===== config.mk =====
export PLATFORM = sky130hd
export DESIGN_NAME = mem_sequencer
export DESIGN_NICKNAME = d
export VERILOG_FILES = /design/src/rtl/mem_seq_pkg.sv /design/src/rtl/mem_wait_counter.sv /design/src/rtl/mem_sequencer.sv
export SDC_FILE = /design/constraint.sdc
export NUM_CORES = 1
export LEC_CHECK = 0
export ABC_AREA = 1
export BUFFER_PORTS_ARGS = -buffer_cell sky130_fd_sc_hd__buf_2
export CORE_UTILIZATION = 47
export DETAILED_ROUTE_END_ITERATION = 10
export GPL_ROUTABILITY_DRIVEN = 0
export HOLD_SLACK_MARGIN = 0.03
export PLACE_DENSITY_LB_ADDON = 0.3
export SETUP_SLACK_MARGIN = 0.02
export SYNTH_ARGS = -nofsm -noshare
export SYNTH_HDL_FRONTEND = slang
export SYNTH_SLANG_ARGS = --single-unit

===== constraint.sdc =====
create_clock -name Clk -period 2 [get_ports Clk]
set_clock_uncertainty 0.15 [all_clocks]
set_input_delay 0.2 -clock Clk [delete_from_list [all_inputs] [get_ports Clk]]
set_output_delay 0.2 -clock Clk [all_outputs]
set_load 0.03 [all_outputs]

===== src/rtl/mem_seq_pkg.sv =====
// Shared types for the SLC-3 memory sequencer: FSM states, strobe bundle,
// default I/O address and the state-to-strobe decode.
package mem_seq_pkg;

  typedef enum logic [2:0] {
    IDLE     = 3'd0,
    RD_WAIT  = 3'd1,
    RD_CAP   = 3'd2,
    WR_SETUP = 3'd3,
    WR_PULSE = 3'd4,
    WR_HOLD  = 3'd5,
    DONE     = 3'd6,
    RELEASE  = 3'd7
  } mem_state_t;

  localparam logic [15:0] IO_ADDR_DEFAULT = 16'hFFFF;

  typedef struct packed {
    logic ce_n;
    logic oe_n;
    logic we_n;
    logic doe;
  } strobe_t;

  localparam strobe_t STROBE_OFF = '{ce_n: 1'b1, oe_n: 1'b1, we_n: 1'b1, doe: 1'b0};

  // Doe is only ever set in write states, so it can never overlap OE_N=0.
  function automatic strobe_t strobe_decode(input mem_state_t s);
    strobe_t st;
    st = STROBE_OFF;
    case (s)
      RD_WAIT, RD_CAP: begin
        st.ce_n = 1'b0;
        st.oe_n = 1'b0;
      end
      WR_SETUP, WR_HOLD: begin
        st.ce_n = 1'b0;
        st.doe  = 1'b1;
      end
      WR_PULSE: begin
        st.ce_n = 1'b0;
        st.we_n = 1'b0;
        st.doe  = 1'b1;
      end
      default: st = STROBE_OFF;
    endcase
    return st;
  endfunction

endpackage


===== src/rtl/mem_wait_counter.sv =====
// Wait-state down-counter: loads WAIT_CYC-1, decrements to zero, flags zero.
module mem_wait_counter #(
  parameter int WAIT_CYC = 2
) (
  input  logic clk_i,
  input  logic rst_n_i,
  input  logic load_i,
  input  logic dec_i,
  output logic zero_o
);

  localparam int CW = $clog2(WAIT_CYC + 1);
  localparam logic [CW-1:0] LOAD_VAL = CW'(WAIT_CYC - 1);

  logic [CW-1:0] cnt_q;

  always_ff @(posedge clk_i or negedge rst_n_i) begin
    if (!rst_n_i) begin
      cnt_q <= '0;
    end else if (load_i) begin
      cnt_q <= LOAD_VAL;
    end else if (dec_i && (cnt_q != '0)) begin
      cnt_q <= cnt_q - 1'b1;
    end
  end

  assign zero_o = (cnt_q == '0);

endmodule


===== src/rtl/mem_sequencer.sv =====
// SLC-3 memory sequencer: turns level read/write requests into timed SRAM
// strobes, decodes the switch/hex I/O address, and pulses Done per access.
module mem_sequencer
  import mem_seq_pkg::*;
#(
  parameter int          WAIT_CYC = 2,
  parameter logic [15:0] IO_ADDR  = IO_ADDR_DEFAULT
) (
  input  logic        Clk,
  input  logic        Reset,
  input  logic        Req_Rd,
  input  logic        Req_Wr,
  input  logic [15:0] Addr,
  input  logic [15:0] Wdata,
  output logic [15:0] Rdata,
  output logic        Done,
  output logic [19:0] SRAM_ADDR,
  output logic        SRAM_CE_N,
  output logic        SRAM_OE_N,
  output logic        SRAM_WE_N,
  output logic        SRAM_UB_N,
  output logic        SRAM_LB_N,
  input  logic [15:0] SRAM_Din,
  output logic [15:0] SRAM_Dout,
  output logic        SRAM_Doe,
  input  logic [15:0] Switches,
  output logic [15:0] Hex_out
);

  mem_state_t  state_q, state_d;
  strobe_t     strb_q;
  logic [15:0] addr_q, wdata_q, rdata_q, hex_q;
  logic        done_q;
  logic        cnt_load, cnt_dec, cnt_zero;
  logic        sample, is_io;

  assign sample = (state_q == IDLE) && (Req_Rd || Req_Wr);
  assign is_io  = (Addr == IO_ADDR);

  mem_wait_counter #(.WAIT_CYC(WAIT_CYC)) u_wait (
    .clk_i   (Clk),
    .rst_n_i (Reset),
    .load_i  (cnt_load),
    .dec_i   (cnt_dec),
    .zero_o  (cnt_zero)
  );

  always_comb begin
    state_d = state_q;
    cnt_dec = 1'b0;
    case (state_q)
      IDLE: begin
        if (Req_Rd)      state_d = is_io ? DONE : RD_WAIT;
        else if (Req_Wr) state_d = is_io ? DONE : WR_SETUP;
      end
      RD_WAIT: begin
        if (cnt_zero) state_d = RD_CAP;
        else          cnt_dec = 1'b1;
      end
      RD_CAP:   state_d = DONE;
      WR_SETUP: state_d = WR_PULSE;
      WR_PULSE: begin
        if (cnt_zero) state_d = WR_HOLD;
        else          cnt_dec = 1'b1;
      end
      WR_HOLD:  state_d = DONE;
      DONE:     state_d = RELEASE;
      RELEASE: begin
        if (!Req_Rd && !Req_Wr) state_d = IDLE;
      end
      default:  state_d = IDLE;
    endcase
    cnt_load = ((state_d == RD_WAIT)  && (state_q != RD_WAIT)) ||
               ((state_d == WR_PULSE) && (state_q != WR_PULSE));
  end

  // Done is registered off the DONE state, so it rises as RELEASE is entered.
  always_ff @(posedge Clk or negedge Reset) begin
    if (!Reset) begin
      state_q <= IDLE;
      strb_q  <= STROBE_OFF;
      done_q  <= 1'b0;
      addr_q  <= '0;
      wdata_q <= '0;
      rdata_q <= '0;
      hex_q   <= '0;
    end else begin
      state_q <= state_d;
      strb_q  <= strobe_decode(state_d);
      done_q  <= (state_q == DONE);
      if (sample) begin
        addr_q  <= Addr;
        wdata_q <= Wdata;
        if (is_io) begin
          if (Req_Rd) rdata_q <= Switches;
          else        hex_q   <= Wdata;
        end
      end
      if (state_q == RD_CAP) rdata_q <= SRAM_Din;
    end
  end

  assign Rdata     = rdata_q;
  assign Done      = done_q;
  assign Hex_out   = hex_q;
  assign SRAM_ADDR = {4'b0000, addr_q};
  assign SRAM_Dout = wdata_q;
  assign SRAM_CE_N = strb_q.ce_n;
  assign SRAM_OE_N = strb_q.oe_n;
  assign SRAM_WE_N = strb_q.we_n;
  assign SRAM_UB_N = strb_q.ce_n;
  assign SRAM_LB_N = strb_q.ce_n;
  assign SRAM_Doe  = strb_q.doe;

endmodule


==> results_tabular.tex <==
\begin{tabular}{lr}
\hline
Metric & Value \\
\hline
\multicolumn{2}{l}{\textbf{Flow run}} \\
\quad Max-capacitance violation count & 0 \\
\multicolumn{2}{l}{\textbf{Logic synthesis}} \\
\quad Synth warnings & 0 \\
\quad Synth Cell Area & 3260 um\^{}2 \\
\quad Proportion of synthesized area in mux cells & 0.0491 \\
\quad Synth unique cells & 33 \\
\quad Average footprint of a synthesized cell & 9.35 um\^{}2 \\
\quad Post-synthesis share of cell area spent on full adders, half adders and majority gates & 0.00383 \\
\quad Simple-Gate Fraction of Synth Area & 0.194 \\
\quad FF+latch count, synth & 74 \\
\quad Share of the synthesized netlist area taken by xor and xnor gates & 0.00268 \\
\quad Synth Instances & 349 \\
\quad Largest family of logic cells by synthesized area & simple AND/OR/NAND/NOR gates \\
\quad Sequential element share of the synthesized area & 0.569 \\
\quad Fraction of the mapped netlist area in compound gates & 0.0939 \\
\multicolumn{2}{l}{\textbf{Floorplan}} \\
\quad Core Rows & 30 \\
\quad Die area & 7280 um\^{}2 \\
\quad Core Footprint & 6760 um\^{}2 \\
\quad Die Y & 85.3 um \\
\quad Top-level port count & 143 \\
\quad Die extent in x & 85.3 um \\
\quad Effective utilization at floorplan & 0.483 \\
\multicolumn{2}{l}{\textbf{Placed design}} \\
\quad Number of input and output port buffers inserted & 138 \\
\quad Placed insts & 556 \\
\quad Placed wire-length estimate & 5.11 mm \\
\quad Worst-case setup slack after placement & 156 ps \\
\multicolumn{2}{l}{\textbf{Global routing}} \\
\quad Total Routing Usage GR & 0.237 \\
\quad Initial antenna violation count & 0 \\
\quad Met3 track utilization from global routing & 0.0486 \\
\quad Met2 Usage GRT & 0.405 \\
\quad Vias in the first global route & 2925 \\
\quad Global routing's busiest layer & met2 \\
\quad Global-route wire length before repair & 13.5 mm \\
\quad Leftover overflow at the end of global routing & 0 \\
\quad Met1 Resource Use GR & 0.296 \\
\quad Maximum number of pins on one net before global-route repair & 50 \\
\multicolumn{2}{l}{\textbf{Detailed routing}} \\
\quad Post-detailed-route DRC marker count & 0 \\
\quad Via density per instance & 4.83 \\
\quad Starting DRC count in detailed routing & 142 \\
\quad Vias & 3027 \\
\quad Total length of routed wires & 8.50 mm \\
\quad Detailed Routing Iterations Pass 1 & 6 \\
\quad Routed length per placed instance & 13.6 um \\
\quad Antenna violation net count after detailed routing & 0 \\
\multicolumn{2}{l}{\textbf{Setup path}} \\
\quad Start point of the critical path & Addr[11] \\
\quad Crit path to & Rdata[2] \\
\quad Category of the critical setup timing path & input pin to flip-flop \\
\quad Critical R2R Launch & state\_q[2] \\
\quad Worst-case register-to-register setup slack & 130 ps \\
\quad Worst reg2reg path depth & 8 \\
\quad Reg-to-reg critical path endpoint & Rdata[2] \\
\quad Endpoint type of the worst setup path & flip-flop \\
\quad Critical path data arrival time & 1980 ps \\
\quad Crit start category & input pin \\
\quad Required time at the worst-slack endpoint & 2100 ps \\
\quad Largest fanout on the critical path & 8 \\
\multicolumn{2}{l}{\textbf{Pwr}} \\
\quad IR Drop Worst-Case VDD & 0.000837 V \\
\quad Leakage power figure & 2.65 nW \\
\quad Power density relative to cell area & 1360 nW/um\^{}2 \\
\multicolumn{2}{l}{\textbf{Layout}} \\
\quad Diode count & 0 \\
\quad Most common cell after layout, fill and taps aside & sky130\_fd\_sc\_hd\_\_buf\_2 \\
\quad Area taken by flip-flops and latches & 1860 um\^{}2 \\
\quad Fill cell instance count of the final layout & 473 \\
\quad Net count, final & 611 \\
\quad Area occupied by multi-input gates & 1190 um\^{}2 \\
\quad Count of non-filler cells in the finished layout & 627 \\
\quad Relative area change from synthesis to final layout & 48.0\% \\
\quad Core utilization of the finished layout & 0.715 \\
\quad Commonest cells after routing, fill and taps aside & sky130\_fd\_sc\_hd\_\_buf\_2, sky130\_fd\_sc\_hd\_\_nand2\_1, sky130\_fd\_sc\_hd\_\_dfrtp\_1 \\
\quad Share of layout cells above drive strength 1 & 0.364 \\
\multicolumn{2}{l}{\textbf{Clock network}} \\
\quad Skew-Pair Late Insertion Delay & 330 ps \\
\quad TritonCTS clock tree & built \\
\quad Num Clock Sinks & 74 \\
\quad Number of buffers on the longest clock path & 2 \\
\quad H-tree level count & 3 \\
\quad CTS root buf & sky130\_fd\_sc\_hd\_\_clkbuf\_8 \\
\quad Number of clock buffers inserted by TritonCTS & 9 \\
\quad Worst-path clk slew & 80 ps \\
\multicolumn{2}{l}{\textbf{STA}} \\
\quad Count of final hold-check violations & 0 \\
\quad Final worst setup slack & 123 ps \\
\quad Max-Slew Margin vs Limit & 0.569 \\
\quad Tmin final & 1880 ps \\
\quad Final slew viol count & 0 \\
\quad Setup repair after global routing missed its margin & no \\
\quad Total negative setup slack & 0 ps \\
\quad Ratio of final minimum period to clock period & 0.939 \\
\quad Tightest hold margin & 36.8 ps \\
\quad Slew at the pin with the worst max-slew slack & 647 ps \\
\quad Setup violation total in the final timing report & 0 \\
\quad Peak Freq & 0.533 GHz \\
\multicolumn{2}{l}{\textbf{Worst hold path}} \\
\quad Worst Hold Class & input pin to flip-flop \\
\quad Number of cells traversed by the worst hold path & 3 \\
\multicolumn{2}{l}{\textbf{Status}} \\
\quad Outcome & finished, final reports clean \\
\hline
\end{tabular}
sequential cells by signal (all words and copies together) (netlist names):
register	cells
SRAM_WE_N	1
Done	1
SRAM_Doe	1
SRAM_OE_N	1
Rdata	16
Hex_out	16
state_q	3
addr_q	16
SRAM_Dout	16
u_wait.cnt_q	2
SRAM_CE_N	1
kinds of logic (layout without fill, tap and decap cells):
group / Yosys count / count (layout)
compound gates: 57 / 57
simple gates: 145 / 145
buf+inv: 54 / 249
fa+ha+maj: 1 / 1
xor+xnor: 1 / 1
other cells: 1 / 4
mux: 16 / 16
flops: 74 / 74
routing by layer:
layer	routed length, um	vias to the layer above
li1	-	1487
met1	3600	1388
met2	4160	128
met3	511	24
met4	229	0
met5	0	-
power breakdown:
part           internal [mW]  switching [mW]
Clock                  0.610           0.563
Sequential              2.07           0.327
Combinational          0.962            2.05
cells in the mapped netlist, drive strengths merged:
cell / number / area, um^2
mux2i: 16 / 160
dfstp: 3 / 78.8
nor4: 2 / 12.5
dfrtp: 71 / 1780
buf: 17 / 139
nor3: 2 / 21.3
xor2: 1 / 8.76
o21bai: 1 / 7.51
o21ai: 38 / 209
nor2: 26 / 103
nand3: 9 / 60.1
or2: 1 / 6.26
inv: 33 / 124
conb: 1 / 3.75
a21oi: 18 / 90.1
clkbuf: 4 / 18.8
nand4: 3 / 33.8
nand2: 102 / 398
ha: 1 / 12.5
worst min-delay path by stage:
| stage | slack [ps] | start | endpoint |
|---|---|---|---|
| after floorplan | -250 | Reset | Done |
| after global placement | 110 | Reset | SRAM_Doe |
| after detailed placement | 120 | Reset | state_q[0] |
| after CTS | 30 | SRAM_Din[9] | Rdata[9] |
| after global routing | 50 | Switches[7] | Rdata[7] |
| final | 40 | SRAM_Din[4] | Rdata[4] |
final cells by class:
cell class	instances	share of cell area
timing repair buffer	200	0.280
multi-input combinational	224	0.246
clock inverter	6	0.0137
tap	80	0.0207
clock buffer	10	0.0285
sequential	74	0.385
inverter	33	0.0262
critical path: stages:
cell                            delay, ps
sky130_fd_sc_hd__dlygate4sd3_1        550
sky130_fd_sc_hd__buf_2                120
sky130_fd_sc_hd__nand2_1               90
sky130_fd_sc_hd__nor2_2               140
sky130_fd_sc_hd__nand2_2               80
sky130_fd_sc_hd__nor2_2                90
sky130_fd_sc_hd__nand2_2               80
sky130_fd_sc_hd__o21ai_4              270
sky130_fd_sc_hd__clkbuf_16            210
sky130_fd_sc_hd__nor2_1                40
sky130_fd_sc_hd__a21oi_1              110
metrics by stage:
step | area (um^2) | power [mW]
3_3_place_gp | 3990 | 5.17
6_report | 4830 | 6.58
4_1_cts | 4710 | 6.51
3_5_place_dp | 3990 | 5.26
2_1_floorplan | 3270 | 4.44
5_1_grt | 4830 | 6.98
timing repair:
action | CTS | global route
hold buffers | 52 | 0
hold endpoints to repair | 103 | 0
resized for setup | 0 | 19
setup buffers | 0 | 1
endpoints found under the setup margin | 0 | 31
Note: power is estimated with default switching activity, not from simulation.
